--- src/rtl/mem_arbiter.sv ---
`default_nettype none
// ============================================================================
// Module      : mem_arbiter
// Description : Two-requester round-robin arbiter in front of a single-port
//               synchronous-read RAM. Core (A) and host loader (B) each get
//               one-cycle grants. Reads return registered data with a
//               one-cycle rvalid pulse.
// Revision    : 1.0  initial release
// ============================================================================
module mem_arbiter #(
    parameter int ADDR_W = 8,
    parameter int DATA_W = 8
) (
    input  logic              clk,
    input  logic              reset,
    input  logic              en,
    input  logic              req_a,
    input  logic              req_b,
    input  logic              we_a,
    input  logic              we_b,
    input  logic [ADDR_W-1:0] addr_a,
    input  logic [ADDR_W-1:0] addr_b,
    input  logic [DATA_W-1:0] wdata_a,
    input  logic [DATA_W-1:0] wdata_b,
    output logic              gnt_a,
    output logic              gnt_b,
    output logic              rvalid_a,
    output logic              rvalid_b,
    output logic [DATA_W-1:0] rdata_a,
    output logic [DATA_W-1:0] rdata_b,
    output logic              busy,
    output logic [ADDR_W-1:0] mem_addr,
    output logic [DATA_W-1:0] mem_wdata,
    output logic              mem_we,
    input  logic [DATA_W-1:0] mem_rdata
);

    localparam logic [1:0] c_IDLE   = 2'd0;
    localparam logic [1:0] c_ACCESS = 2'd1;
    localparam logic [1:0] c_RESP   = 2'd2;

    localparam logic c_SEL_A = 1'b0;
    localparam logic c_SEL_B = 1'b1;

    logic [1:0]        r_state;
    logic              r_sel;
    logic              r_last;
    logic              r_gnt_a;
    logic              r_gnt_b;
    logic              r_busy;
    logic              r_rvalid_a;
    logic              r_rvalid_b;
    logic [DATA_W-1:0] r_rdata_a;
    logic [DATA_W-1:0] r_rdata_b;
    logic [ADDR_W-1:0] r_resp_addr;

    logic              w_any_req;
    logic              w_winner;
    logic [ADDR_W-1:0] w_sel_addr;
    logic [DATA_W-1:0] w_sel_wdata;
    logic              w_sel_we;

    // Winner of an IDLE arbitration: a lone request wins, a tie goes to the
    // requester that was not served last.
    assign w_any_req   = req_a | req_b;
    assign w_winner    = (req_a && req_b) ? ~r_last : req_b;

    // Selected requester's transaction fields; requesters hold them stable
    // through their grant cycle, so a direct mux is safe in ACCESS.
    assign w_sel_addr  = (r_sel == c_SEL_B) ? addr_b  : addr_a;
    assign w_sel_wdata = (r_sel == c_SEL_B) ? wdata_b : wdata_a;
    assign w_sel_we    = (r_sel == c_SEL_B) ? we_b    : we_a;

    // Arbitration FSM with registered grant, busy, rvalid and rdata outputs.
    always_ff @(posedge clk or posedge reset) begin
        if (reset) begin
            r_state     <= c_IDLE;
            r_sel       <= c_SEL_A;
            r_last      <= c_SEL_B;
            r_gnt_a     <= 1'b0;
            r_gnt_b     <= 1'b0;
            r_busy      <= 1'b0;
            r_rvalid_a  <= 1'b0;
            r_rvalid_b  <= 1'b0;
            r_rdata_a   <= '0;
            r_rdata_b   <= '0;
            r_resp_addr <= '0;
        end else begin
            r_gnt_a    <= 1'b0;
            r_gnt_b    <= 1'b0;
            r_rvalid_a <= 1'b0;
            r_rvalid_b <= 1'b0;
            case (r_state)
                c_IDLE: begin
                    if (en && w_any_req) begin
                        r_sel   <= w_winner;
                        r_last  <= w_winner;
                        r_gnt_a <= (w_winner == c_SEL_A);
                        r_gnt_b <= (w_winner == c_SEL_B);
                        r_busy  <= 1'b1;
                        r_state <= c_ACCESS;
                    end
                end
                c_ACCESS: begin
                    // The requester may change its address after the grant,
                    // so the read address is kept for the response cycle.
                    r_resp_addr <= w_sel_addr;
                    if (w_sel_we) begin
                        r_busy  <= 1'b0;
                        r_state <= c_IDLE;
                    end else begin
                        r_state <= c_RESP;
                    end
                end
                c_RESP: begin
                    if (r_sel == c_SEL_A) begin
                        r_rdata_a  <= mem_rdata;
                        r_rvalid_a <= 1'b1;
                    end else begin
                        r_rdata_b  <= mem_rdata;
                        r_rvalid_b <= 1'b1;
                    end
                    r_busy  <= 1'b0;
                    r_state <= c_IDLE;
                end
                default: begin
                    r_busy  <= 1'b0;
                    r_state <= c_IDLE;
                end
            endcase
        end
    end

    // RAM port drive: selected requester in ACCESS, held address in RESP,
    // quiet otherwise.
    always_comb begin
        mem_addr  = '0;
        mem_wdata = '0;
        mem_we    = 1'b0;
        case (r_state)
            c_ACCESS: begin
                mem_addr  = w_sel_addr;
                mem_wdata = w_sel_wdata;
                mem_we    = w_sel_we;
            end
            c_RESP: begin
                mem_addr  = r_resp_addr;
            end
            default: begin
                mem_addr  = '0;
            end
        endcase
    end

    assign gnt_a    = r_gnt_a;
    assign gnt_b    = r_gnt_b;
    assign busy     = r_busy;
    assign rvalid_a = r_rvalid_a;
    assign rvalid_b = r_rvalid_b;
    assign rdata_a  = r_rdata_a;
    assign rdata_b  = r_rdata_b;

endmodule
`default_nettype wire
--- config.mk ---
export PLATFORM = sky130hd
export DESIGN_NAME = mem_arbiter
export DESIGN_NICKNAME = d
export VERILOG_FILES = /design/src/rtl/mem_arbiter.sv
export SDC_FILE = /design/constraint.sdc
export NUM_CORES = 1
export LEC_CHECK = 0
export ABC_AREA = 0
export CORE_MARGIN = 2
export CORE_UTILIZATION = 25
export CTS_CLUSTER_DIAMETER = 120
export DETAILED_ROUTE_END_ITERATION = 10
export RECOVER_POWER = 25
export SYNTH_ARGS = -nofsm -noshare
export SYNTH_HDL_FRONTEND = slang
export SYNTH_SLANG_ARGS = --single-unit
export TNS_END_PERCENT = 1
--- constraint.sdc ---
create_clock -name clk -period 4.3 [get_ports clk]
set_input_delay 1.29 -clock clk [delete_from_list [all_inputs] [get_ports clk]]
set_output_delay 1.29 -clock clk [all_outputs]
set_load 0.1 [all_outputs]
==> run metrics, run 1 <==
status finished with violations; failing checks capacitance limit, slew limit; Clock Latency Late Sink 270 ps; DR vias 1374; crit path time final 3860 ps; nets@finish 286; FF-to-FF path depth 4; Detailed Place HPWL 3.19 mm; commonest non-fill, non-tap cell in the layout clkdlybuf4s50_1; die width 86.5 um; top_reg_cell synth dfrtp_1; area of the die 0.00748 mm2; first-pass GRT wire length 6.66 mm; Synth area leaders dfrtp_1, mux2_2, mux2i_1, nand2_1, a21boi_0; Synth Register Bits 33; Synthesis Warnings 0; max_cap viols 1; total iterations of the first detailed-routing run 4; Rel. slew slack -18.4%; initial antenna violation count 0; I/O Buffers 84; Crit Path Class input pin to output port; CTS sink cnt 33; total CTS buffers 5; Synth Instances 147; Hold Buf Count CTS 0; Clock Pin Slew Worst Setup and Hold Paths 70 ps; slowest cell delay on critical path 460 ps; library cells used by synthesis 25; final hold viol count 0; post-synth top area cell dfrtp_1; H-Tree Depth 2; final max-slew violation count 34; core area 0.00668 mm2; total gr overflow 0; Max Fclk 259 MHz; Max Buffers Root-to-Sink 2; Required @ worst endpoint 3010 ps; CTS root buf clkbuf_8; GRT Total Usage 11.4%; fraction of registers with async set/reset 100%; worst min-delay path category flop to flop; post-cts sizing count 0; share of layout cells above drive strength 1 22.4%; Setup crit start kind input pin; cell count of the worst hold path 1; FP Rows 30; Synth Net Count 197; # IOs 85; Final Worst Setup Slack 436 ps; Worst Path Max Fanout 2; number of synthesized flops with an enable pin 0; n_diodes 0; Tcrit/Tclk final 89.9%; vias in the first global route 1425; Final Cell Area 0.00282 mm2; Post-Syn Area 0.00170 mm2; # DRC 0; Setup WS pre-CTS 412 ps; Syn-to-layout area delta 66.1%; CP max stage cell clkdlybuf4s50_1; drt wl/cell 13.3 um; placed insts 309; GPL Wtd Cong 0.676; placed cell area 0.00278 mm2; Avg Synthesized Cell Area 11.6 um2; final non-filler cell total 317; Filler cells 663; CP cell instances clkdlybuf4s50_1 -> mux2_2 -> nand2_1 -> a21boi_0 -> buf_12; post-CTS setup buffers 0; Worst Setup End Kind output port; Setup Skew 5.76 ps; DRT iter0 DRCs 34; Routed Antenna Nets 0; pin count of the biggest net entering global routing 34; Synth top area share 47.1%; TritonCTS clock tree built; final setup violation count 0; Die Span Y 86.5 um; slew of the pin with the lowest slew margin 1780 ps; commonest cells after routing, fill and taps aside clkdlybuf4s50_1, dfrtp_1, mux2_2, nand2_1, buf_12; setup TNS 0 ps; Vias/cell 4.33; sequential share of the synthesized area 48.6%; Post-Route WL 4.21 mm; CP arrival 2570 ps; RSZ-0062 raised after global routing no; Starting Density 25.4%
## synthesized netlist by cell type (2+ instances only)
cell type  count
inv_1         14
nand3_1        2
mux2_2        23
nor2b_1        8
mux2_4         2
a21oi_1        5
nand2_8        2
a21boi_0       8
mux2i_1        9
clkbuf_1       2
dfrtp_1       32
o21ai_0        9
nand2_1       17
ha_1           3
## registers in the layout (all words and copies together) (netlist names)
register / flops
r_resp_addr: 8
rdata_a: 8
rdata_b: 8
r_state: 2
busy: 1
gnt_a: 1
gnt_b: 1
r_last: 1
r_sel: 1
rvalid_a: 1
rvalid_b: 1
## metrics by stage
stage	hold WS (ps)	util, %
after floorplan	464	-
after global placement	475	41.7
after detailed placement	492	41.7
after CTS	503	42.9
after global routing	510	42.3
final	497	42.3
## final timing paths
| check | end | slack, ps | start |
|---|---|---|---|
| max | mem_addr[4] | 440 | addr_a[4] |
| min | busy$_DFFE_PP0P_ | 500 | busy$_DFFE_PP0P_ |
| max reg2reg | rdata_a[7]$_DFFE_PP0P_ | 2460 | r_sel$_DFFE_PP0P_ |
| min reg2reg | busy$_DFFE_PP0P_ | 500 | busy$_DFFE_PP0P_ |
| max in group asynchronous | r_resp_addr[7]$_DFFE_PP0N_ | 1190 | reset |
| min in group asynchronous | gnt_a$_DFF_PP0_ | 2080 | reset |
## layout make-up
cell class / instances / area [um2] / area share [%]
clock buffer: 8 / 80.1 / 2.84
multi-input combinational: 93 / 719 / 25.5
timing repair buffer: 88 / 1030 / 36.6
tap: 80 / 100 / 3.54
sequential: 33 / 827 / 29.3
inverter: 15 / 63.8 / 2.26
## per-layer routing
layer	up-vias	part of all wire (%)	global-route usage [%]
met2	67	46	19.5
met3	5	10	3.90
met4	0	1.1	2.98
li1	666	-	-
met5	-	0	0
met1	636	43	13.6
## logic make-up after synthesis
kind of cell             share of synthesized area, %
adder cells (fa/ha/maj)                          2.21
flip-flops                                       48.6
AO/OA/AOI/OAI                                    8.68
multiplexers                                     22.3
buffers and inverters                            7.14
AND/OR/NAND/NOR                                  11.0
## critical path, delay by kind of cell
family	cells	cell delay (ps)
and+or+nand+nor	1	60
buffers and inverters	2	690
muxes	1	160
AOI/OAI and AO/OA	1	380
Power of run 1 is left out: the tool's default activity adds up to more than one toggle a clock period on the data nets, which glitch-free logic cannot reach.
==> run 2, diff against run 1 <==
--- a/config.mk
+++ b/config.mk
@@ -7,7 +7,8 @@
 export LEC_CHECK = 0
 export ABC_AREA = 0
 export CORE_MARGIN = 2
-export CORE_UTILIZATION = 25
+export CORE_UTILIZATION = 30
+export CTS_BUF_LIST = sky130_fd_sc_hd__clkbuf_4
 export CTS_CLUSTER_DIAMETER = 120
 export DETAILED_ROUTE_END_ITERATION = 10
 export RECOVER_POWER = 25
==> run metrics, run 2 (synthesis results as in run 1) <==
GPL Wtd Cong 0.669 (-1.1%); pin count of the biggest net entering global routing 25 (-26%); total iterations of the first detailed-routing run 4 (unchanged); # IOs 85 (unchanged); Detailed Place HPWL 3.19 mm (about the same); commonest cells after routing, fill and taps aside clkdlybuf4s50_1, dfrtp_1, mux2_2, nand2_1, buf_12; cell count of the worst hold path 2 (+1); I/O Buffers 84 (unchanged); Rel. slew slack 33.2% (+52 points); Filler cells 502 (-24%); hold path startpoint r_last$_DFFE_PP1P_; core area 0.00551 mm2 (-18%); CTS root buf clkbuf_4; final non-filler cell total 309 (-2.5%); # DRC 0 (unchanged); Hold Buf Count CTS 0 (unchanged); total gr overflow 0 (unchanged); FF-to-FF path depth 4 (unchanged); worst min-delay path category flop to flop; Post-Route WL 4.19 mm (-0.55%); share of layout cells above drive strength 1 22.4% (unchanged); final max-slew violation count 0 (-100%); post-CTS setup buffers 0 (unchanged); n_diodes 0 (unchanged); worst r2r src r_sel$_DFFE_PP0P_; setup TNS 0 ps (unchanged); Worst Setup End Kind output port; commonest non-fill, non-tap cell in the layout clkdlybuf4s50_1; area of the die 0.00629 mm2 (-16%); Tcrit/Tclk final 90.2% (+0.35 points); max_cap viols 0 (-1); Reg2Reg Setup Slack 2350 ps (-110 ps); Routed Antenna Nets 0 (unchanged); slew of the pin with the lowest slew margin 999 ps (-777 ps); CP arrival 2590 ps (+20 ps); status completed; FP Rows 27 (-10%); Worst Path Max Fanout 2 (unchanged); Clock Pin Slew Worst Setup and Hold Paths 90 ps (+20 ps); Setup crit start kind input pin; drt wl/cell 13.6 um (+2.0%); CTS sink cnt 33 (unchanged); GRT Total Usage 14.3% (+2.9 points); capturing point of the worst reg2reg path rdata_a[1]$_DFFE_PP0P_; RSZ-0062 raised after global routing no; post-cts sizing count 0 (unchanged); Hold EP r_last$_DFFE_PP1P_; final setup violation count 0 (unchanged); Starting Density 30.9% (+5.4 points); DR vias 1411 (+2.7%); first-pass GRT wire length 6.98 mm (+4.9%); vias in the first global route 1538 (+7.9%); Setup Skew 6.43 ps (+0.669 ps); initial antenna violation count 0 (unchanged); TritonCTS clock tree built; die width 79.3 um (-8.3%); Syn-to-layout area delta 63.7%; Crit Path Class input pin to output port; Max Buffers Root-to-Sink 2 (unchanged); Die Span Y 79.3 um (-8.3%); crit path time final 3880 ps (+14.9 ps); final hold viol count 0 (unchanged); H-Tree Depth 2 (unchanged); total CTS buffers 5 (unchanged); DRT iter0 DRCs 33 (-2.9%); placed insts 301 (-2.6%); Clock Latency Late Sink 320 ps (+50 ps); nets@finish 286 (unchanged); Required @ worst endpoint 3010 ps (about the same); Vias/cell 4.57 (+5.4%); Max Fclk 258 MHz (-0.38%)
## run 2: cell types whose count changed in the layout (fill, tap and decap cells not counted), moves of 2 or more
| cell | delta |
|---|---|
| clkdlybuf4s50_1 | -5 |
| mux2_1 | +2 |
| clkbuf_4 | +5 |
| clkinv_1 | +2 |
| clkbuf_8 | -5 |
| clkbuf_1 | -4 |
| dlygate4sd3_1 | +5 |
## run 2: final cells by class
type / count / area (um2) / share of cell area [%]
Sequential cell: 33 / 827 / 29.7
Clock inverter: 3 / 12.5 / 0.449
Timing Repair Buffer: 88 / 1040 / 37.3
Clock buffer: 5 / 37.5 / 1.35
Tap cell: 72 / 90.1 / 3.24
Multi-Input combinational cell: 93 / 716 / 25.7
Inverter: 15 / 63.8 / 2.29
## run 2: routing by layer
layer  vias up  GRT usage, %  share of wire (%)
li1        669             -                  -
met1       672          15.8                 41
met2        66          24.8                 47
met3         4          6.02                 11
met4         0          4.14               0.88
met5         -             0                  0
## run 2: worst max path at each step
stage	from	endpoint	slack (ps)	cells after the start
3_3_place_gp	addr_a[1]	mem_addr[1]	460	5
6_report	addr_b[2]	mem_addr[2]	420	5
4_1_cts	addr_b[1]	mem_addr[1]	440	5
5_1_grt	addr_b[2]	mem_addr[2]	340	5
2_1_floorplan	addr_b[1]	mem_addr[1]	-650	3
3_5_place_dp	addr_a[2]	mem_addr[2]	470	5
## run 2: per-stage QoR
step	util, %	hold WS (ps)	worst slack [ps]	instance area [um2]
3_5_place_dp	50.4	485	468	2770
4_1_cts	51.3	500	442	2820
5_1_grt	50.6	533	339	2780
3_3_place_gp	50.4	478	464	2770
6_report	50.6	498	421	2780
2_1_floorplan	-	464	-650	1700
## run 2: worst max-delay path: stages
cell and delay [ps]:
dlygate4sd3_1 520, mux2_2 130, nand2_1 60, a21boi_0 360
buf_12 220
Power of run 2 is left out for the same reason.
==> run 3, diff against run 2 <==
--- a/config.mk
+++ b/config.mk
@@ -11,6 +11,7 @@
 export CTS_BUF_LIST = sky130_fd_sc_hd__clkbuf_4
 export CTS_CLUSTER_DIAMETER = 120
 export DETAILED_ROUTE_END_ITERATION = 10
+export DONT_BUFFER_PORTS = 1
 export RECOVER_POWER = 25
 export SYNTH_ARGS = -nofsm -noshare
 export SYNTH_HDL_FRONTEND = slang
==> run metrics, run 3 (synthesis results as in run 1) <==
# DRC 0 (unchanged); final setup violation count 0 (unchanged); crit path time final 3450 ps (-427 ps); share of layout cells above drive strength 1 43.1% (+21 points); Worst Path Max Fanout 27 (+25); # IOs 85 (unchanged); CP bufs+invs 2 (unchanged); H-Tree Depth 2 (unchanged); GPL Wtd Cong 0.641 (-4.1%); Worst Setup End Kind output port; CP max stage cell ha_1; Max Buffers Root-to-Sink 2 (unchanged); slowest cell delay on critical path 650 ps (+130 ps); Detailed Place HPWL 2.50 mm (-21%); Setup Skew 6.43 ps (+0.00508 ps); Starting Density 30.9% (unchanged); failing checks capacitance limit, slew limit; pin count of the biggest net entering global routing 34 (+36%); placed cell area 0.00192 mm2 (-31%); number of cells on the critical path 5 (unchanged); I/O Buffers 0 (-100%); total CTS buffers 5 (unchanged); Setup crit start kind flop; n_diodes 0 (unchanged); Routed Antenna Nets 0 (unchanged); CP delay by family, top adder cells; final hold viol count 0 (unchanged); Final Cell Area 0.00197 mm2 (-29%); setup TNS 0 ps (unchanged); drt wl/cell 14.2 um (+5.1%); CP arrival 2160 ps (-430 ps); CTS root buf clkbuf_4; Rel. slew slack -17.9% (-51 points); Syn-to-layout area delta 16.1%; Hold Buf Count CTS 0 (unchanged); nets@finish 216 (-24%); commonest non-fill, non-tap cell in the layout dfrtp_1; vias in the first global route 1209 (-21%); Vias/cell 4.67 (+2.3%); CTS sink cnt 33 (unchanged); Tcrit/Tclk final 80.3% (-9.9 points); FP Rows 27 (unchanged); slew of the pin with the lowest slew margin 1770 ps (+769 ps); Post-Route WL 3.41 mm (-19%); status finished with violations; total iterations of the first detailed-routing run 4 (unchanged); Clock Pin Slew Worst Setup and Hold Paths 110 ps (+20 ps); worst min-delay path category flop to flop; die width 79.3 um (unchanged); DR vias 1116 (-21%); DRT iter0 DRCs 27 (-18%); total gr overflow 0 (unchanged); Filler cells 576 (+15%); Max Fclk 290 MHz (+12%); CP cell instances inv_1 -> ha_1 -> nand2_1 -> a21boi_2 -> buf_4; post-CTS setup buffers 0 (unchanged); TritonCTS clock tree built; FF-to-FF path depth 4 (unchanged); GRT Total Usage 11.2% (-3.1 points); post-cts sizing count 0 (unchanged); max_cap viols 1 (+1); Clock Latency Late Sink 320 ps (about the same); initial antenna violation count 0 (unchanged); Crit Path Class flop to output port; core area 0.00551 mm2 (unchanged); Die Span Y 79.3 um (unchanged); cell count of the worst hold path 2 (unchanged); first-pass GRT wire length 5.42 mm (-22%); Required @ worst endpoint 3010 ps (about the same); final max-slew violation count 34 (+34); RSZ-0062 raised after global routing no; area of the die 0.00629 mm2 (unchanged); commonest cells after routing, fill and taps aside dfrtp_1, mux2_2, nand2_1, buf_4, inv_1
## run 3: cell types whose count changed in the layout (fill, tap and decap cells not counted), sizes merged
cell and delta:
buf -3, clkdlybuf4s50 -61, clkinv -3, clkinvlp +3, dlygate4sd3 -6
## run 3: worst reg2reg max path, delay by kind of cell (launching register included)
family / cells / cell delay, ps
and+or+nand+nor: 1 / 90
muxes: 1 / 340
DFF: 1 / 910
buffers and inverters: 2 / 360
## run 3: through the flow
stage	cells	util [%]	hold slack (ps)	setup WS [ps]
after global routing	239	35.9	528	586
after CTS	239	35.9	509	774
after detailed placement	231	34.8	491	1020
after floorplan	147	-	464	-650
after global placement	231	34.8	478	1030
final	239	35.9	509	848
## run 3: worst paths after layout
kind,slack [ps],end,startpoint
max in group asynchronous,1820,r_resp_addr[0]$_DFFE_PP0N_,reset
worst min register to register,510,r_last$_DFFE_PP1P_,r_last$_DFFE_PP1P_
min in group asynchronous,1460,rdata_a[6]$_DFFE_PP0P_,reset
worst max register to register,2500,rdata_a[1]$_DFFE_PP0P_,r_sel$_DFFE_PP0P_
worst max-delay path,850,mem_addr[4],r_state[1]$_DFFE_PP0P_
worst min-delay path,510,r_last$_DFFE_PP1P_,r_last$_DFFE_PP1P_
## run 3: per-layer routing
metal	share of wire, %	up-vias	track usage [%]
met5	0	-	0
met4	0.56	0	3.62
met3	12	2	5.57
met2	47	70	18.4
met1	40	521	12.6
li1	-	523	-
## run 3: final cells by class
type	count	area, um2	area share (%)
timing repair buffer	18	131	6.65
inverter	15	63.8	3.23
clock buffer	5	37.5	1.90
multi-input combinational	93	802	40.6
sequential	33	827	41.9
tap	72	90.1	4.56
clock inverter	3	22.5	1.14
Power of run 3 is left out for the same reason.
==> RTL change 1 (settings of run 2) <==
`DATA_W`: 8 -> 9.
--- a/src/rtl/mem_arbiter.sv
+++ b/src/rtl/mem_arbiter.sv
@@ -9,7 +9,7 @@
 // ============================================================================
 module mem_arbiter #(
     parameter int ADDR_W = 8,
-    parameter int DATA_W = 8
+    parameter int DATA_W = 9
 ) (
     input  logic              clk,
     input  logic              reset,
Interface: changed (6 resized); port bits go from 85 to 91. The function was not compared with the original's and may differ.
==> RTL change 1 against run 2 <==
Final area rose by 4.9%. Sequential cell count rose by 2. Synthesized cell count rose by 4.1%. Worst setup slack got worse by 0.026 ns. Synthesized area rose by 2.4%. Critical path depth did not move. Routed wire length rose by 4.3%.
Power is not shown: default switching activity piles up to over one toggle a cycle in this logic, so the estimate is an artifact.
==> RTL change 1: results (changes against run 2) <==
Critical path
  • Data arrival time of the worst path: 2.62 ns (was 2.59 ns)
  • Critical Path Source: addr_a[5] (was addr_b[2])
  • Worst reg-to-reg setup slack: 2.17 ns (was 2.35 ns)
  • R2R depth: 2 (was 4)
  • Worst R2R End: rdata_b[7] (was rdata_a[1])
  • Worst Path Max Fanout: 2 (unchanged)

Place
  • DP Worst Slack: 0.458 ns (was 0.468 ns)
  • Post-DP HPWL: 3410 um (was 3190 um)
  • Placed Area: 0.00287 mm2 (was 0.00277 mm2)
  • Final GP Congestion: 0.679 (was 0.669)
  • Port buffer count: 90 (was 84)

Global route
  • Total Routing Usage GR: 13.7% (was 14.3%)
  • Number of global-route vias before repair: 1,390 (was 1,538)
  • Largest net degree at the start of global routing: 23 (was 25)
  • First-pass GRT wire length: 6720 um (was 6980 um)

Logic synthesis
  • Syn nets: 206 (was 197)
  • Synth unique cells: 20 (was 25)
  • Synth async-reset ratio: 100% (unchanged)
  • Top post-synthesis cells by count: dfrtp_1 (34), mux2_2 (27), nand2_1 (17), inv_1 (14) (was dfrtp_1 (32), mux2_2 (23), nand2_1 (17), inv_1 (14))
  • Register area share after synthesis: 50.4% (was 48.6%)
  • Synth area leaders: dfrtp_1 (49%), mux2_2 (17%), mux2i_1 (5.8%), a21boi_0 (3.9%), nand2_1 (3.7%) (was dfrtp_1 (47%), mux2_2 (15%), mux2i_1 (5.3%), nand2_1 (3.8%), a21boi_0 (3.5%))
  • Most used flip-flop cell after synthesis: dfrtp_1 (unchanged)

STA
  • Clock skew: 0.00206 ns (was 0.00643 ns)
  • Tightest hold margin: 0.504 ns (was 0.498 ns)
  • Slew @ Worst Pin: 1.03 ns (was 0.999 ns)

Status
  • Status: finished, final reports clean (unchanged)

Min path
  • Hold depth: 2 (unchanged)
  • Hold EP: r_last (unchanged)

Finish
  • # diodes: 0 (unchanged)
  • Layout cell share with drive strength beyond 1: 22.0% (was 22.4%)
  • Layout Nets: 298 (was 286)

Clock network
  • Clk buf depth: 2 (unchanged)
  • Post-CTS Resized: 0 (unchanged)

Detailed routing
  • Detailed Route Iter0 Violations: 49 (was 33)
  • Avg Vias per Cell: 4.45 (was 4.57)
  • Wirelength per Cell: 13.7 um (was 13.6 um)

Floorplanning
  • Starting Density: 31.4% (was 30.9%)
-- RTL change 1: layer usage --
metal / vias to the layer above / part of all wire [%] / GRT usage, %
met5: - / 0 / 0
met3: 6 / 5.1 / 2.92
met1: 672 / 42 / 16.5
met4: 0 / 1.2 / 5.59
met2: 37 / 52 / 23.6
li1: 699 / - / -
-- RTL change 1: how the worst max path moves through the flow --
stage	to	slack (ns)	cells after the start
after global placement	mem_addr[7]	0.47	5
after floorplan	mem_addr[1]	-0.65	3
after CTS	mem_addr[5]	0.45	5
after detailed placement	mem_addr[7]	0.46	5
final	mem_addr[5]	0.39	5
after global routing	mem_addr[7]	0.32	5
-- RTL change 1: logic make-up (layout without fill, tap and decap cells) --
family          Yosys count  in the layout  share of synthesized area, %
compound gates           24             24                          8.41
flops                    35             35                          50.4
buf+inv                  21            114                          6.33
fa+ha+maj                 3              3                          2.16
mux                      37             37                          23.2
simple gates             33             33                          9.49
-- RTL change 1: worst max-delay path, cell delays in order --
cell           delay [ns]
dlygate4sd3_1        0.53
mux2_2               0.15
nand2_1              0.06
a21boi_0             0.36
buf_12               0.22
-- RTL change 1: layout make-up --
cell class | count | area, um2
Fill cell | 501 | 2620
Timing Repair Buffer | 92 | 1100
Sequential cell | 35 | 877
Multi-Input combinational cell | 97 | 751
Tap cell | 72 | 90.1
Inverter | 14 | 52.6
Clock buffer | 6 | 45.0
Clock inverter | 2 | 7.51
-- RTL change 1: per-stage QoR --
step                instances  setup TNS (ns)  util (%)
floorplan                 153           -4.51         -
global placement          310               0      51.8
detailed placement        310               0      51.8
CTS                       318               0      52.7
global route              318               0      52.7
finish                    318               0      52.7
==> RTL change 2 (flow settings as in run 2) <==
Without the edit above. Reset style: synchronous (`reset`), changed in one clocked block.
--- a/src/rtl/mem_arbiter.sv
+++ b/src/rtl/mem_arbiter.sv
@@ -72,7 +72,7 @@
     assign w_sel_we    = (r_sel == c_SEL_B) ? we_b    : we_a;
 
     // Arbitration FSM with registered grant, busy, rvalid and rdata outputs.
-    always_ff @(posedge clk or posedge reset) begin
+    always_ff @(posedge clk) begin
         if (reset) begin
             r_state     <= c_IDLE;
             r_sel       <= c_SEL_A;
Function: differs if reset is asserted again (counterexample within 4 cycles, from zero or initial values and one cycle with reset high); with reset held inactive, the same outputs for 10 cycles.
==> RTL change 2 against run 2 <==
Worst setup slack got worse by 0.097 ns. Fmax is 2.4% lower. Utilization up 2.1 points. Sequential cell count did not move. Synthesized area fell by 4.0%. Critical path depth is the same. Final area is 2.2% lower. Critical path type unchanged. Final cell count rose by 11%. Routed wire length is 7.4% higher. Die area down 3.8%.
Power is left out: it rests on default switching activity, and per cell area and clock period it moved more than threefold.
==> RTL change 2: results (changes against run 2) <==
Status
  • Status: finished, final reports clean (unchanged)

Logic synthesis
  • Synth unique cells: 33 (was 25)
  • Most used flip-flop cell after synthesis: dfxtp_1 (was dfrtp_1)
  • Synth top area share: 40.5% (was 47.1%)
  • Register area share after synthesis: 40.5% (was 48.6%)
  • Synth async-reset ratio: 0% (was 100%)
  • Syn nets: 239 (was 197)
  • Top post-synthesis cells by count: nand2_1 (40), dfxtp_1 (33), a21oi_1 (27) (was dfrtp_1 (32), mux2_2 (23), nand2_1 (17), inv_1 (14))
  • Synth area leaders: dfxtp_1 (40%), nand2_1 (9.2%), a21oi_1 (8.3%), mux2i_1 (4.9%), mux2_2 (4.8%) (was dfrtp_1 (47%), mux2_2 (15%), mux2i_1 (5.3%), nand2_1 (3.8%), a21boi_0 (3.5%))

Critical path
  • Crit path max-delay family: buffers and inverters (unchanged)
  • Worst reg-to-reg setup slack: 2.58 ns (was 2.35 ns)
  • Data arrival time of the worst path: 2.69 ns (was 2.59 ns)
  • Slowest stage cell, crit path: a21boi_0 (was dlygate4sd3_1)
  • Worst R2R End: rdata_a[4] (was rdata_a[1])
  • R2R depth: 6 (was 4)
  • Worst Path Max Fanout: 2 (unchanged)
  • Worst R2R Start: r_state[0] (was r_sel)
  • CP max stage delay: 0.46 ns (was 0.52 ns)

Global route
  • Initial antenna violation count: 0 (unchanged)
  • Global routing usage on met1: 21.1% (was 15.8%)
  • Largest net degree at the start of global routing: 31 (was 25)
  • Met2 Usage GRT: 25.1% (was 24.8%)
  • Total Routing Usage GR: 15.8% (was 14.3%)
  • GR Layer Usage met3: 3.14% (was 6.02%)
  • First-pass GRT wire length: 7600 um (was 6980 um)

Min path
  • Min-delay src: rdata_b[4] (was r_last)
  • Hold EP: rdata_b[4] (was r_last)
  • Hold depth: 2 (unchanged)
  • Hold Path Class: reg2reg (unchanged)

Place
  • Placed Area: 0.00268 mm2 (was 0.00277 mm2)
  • Final GP Congestion: 0.710 (was 0.669)
  • Port buffer count: 84 (unchanged)
  • Post-DP HPWL: 3410 um (was 3190 um)

Clock network
  • Clock Latency Late Sink: 0.33 ns
  • Clk buf depth: 2 (unchanged)
  • Root Buffer: clkbuf_4 (unchanged)
  • CTS buffer count: 5 (unchanged)
  • Post-CTS Resized: 0 (unchanged)
  • Worst-path clk slew: 0.09 ns (about the same)

Finish
  • Layout cell share with drive strength beyond 1: 14.7% (was 22.4%)
  • Layout Nets: 322 (was 286)

Detailed routing
  • DR vias: 1,548 (was 1,411)
  • Wirelength per Cell: 13.2 um (was 13.6 um)
  • Pre-antenna DRT Iters: 4 (unchanged)
  • Detailed Route Iter0 Violations: 47 (was 33)

STA
  • Clock skew: 0.00850 ns (was 0.00643 ns)
  • Max-slew headroom: 6.87% (was 33.2%)
==> RTL change 2: worst max path at each step <==
| stage | depth (start not counted) | endpoint | startpoint |
|---|---|---|---|
| after detailed placement | 5 | mem_addr[6] | addr_b[6] |
| after floorplan | 3 | mem_addr[1] | addr_b[1] |
| final | 5 | mem_addr[6] | addr_b[6] |
| after global routing | 5 | mem_addr[6] | addr_a[6] |
| after CTS | 5 | mem_addr[6] | addr_a[6] |
| after global placement | 5 | mem_addr[6] | addr_b[6] |
==> RTL change 2: cell type report <==
cell class                      instances  area (um2)
Sequential cell                        33         661
Timing Repair Buffer                   89        1040
Clock inverter                          1        3.75
Fill cell                             504        2450
Multi-Input combinational cell        138         862
Inverter                                5        18.8
Clock buffer                            6        45.0
Tap cell                               70        87.6
==> RTL change 2: cells by family after synthesis <==
group / Yosys count / share of synthesized area, %
fa+ha+maj: 3 / 2.30
mux: 17 / 11.5
flops: 33 / 40.5
buf+inv: 18 / 6.74
simple gates: 75 / 22.9
compound gates: 43 / 16.1
==> RTL change 2: layer usage <==
metal | wire, um | up-vias
met5 | 0 | -
met1 | 2090 | 701
met3 | 238 | 7
met2 | 2100 | 45
met4 | 70 | 0
li1 | - | 795
==> RTL change 2: worst register-to-register path: cells and delay by family, from the launching register on <==
family,cells,cell delay [ns]
fa+ha+maj,1,0.42
simple gates,2,0.40
buf+inv,2,0.38
flops,1,0.33
compound gates,1,0.13
==> RTL change 2: metrics by stage <==
stage | worst slack, ns | TNS (ns) | hold WS (ns) | std cells
floorplan | -0.622 | -3.73 | 0.437 | 189
global placement | 0.371 | 0 | 0.441 | 335
detailed placement | 0.388 | 0 | 0.445 | 335
CTS | 0.364 | 0 | 0.459 | 342
global route | 0.292 | 0 | 0.478 | 342
finish | 0.324 | 0 | 0.458 | 342
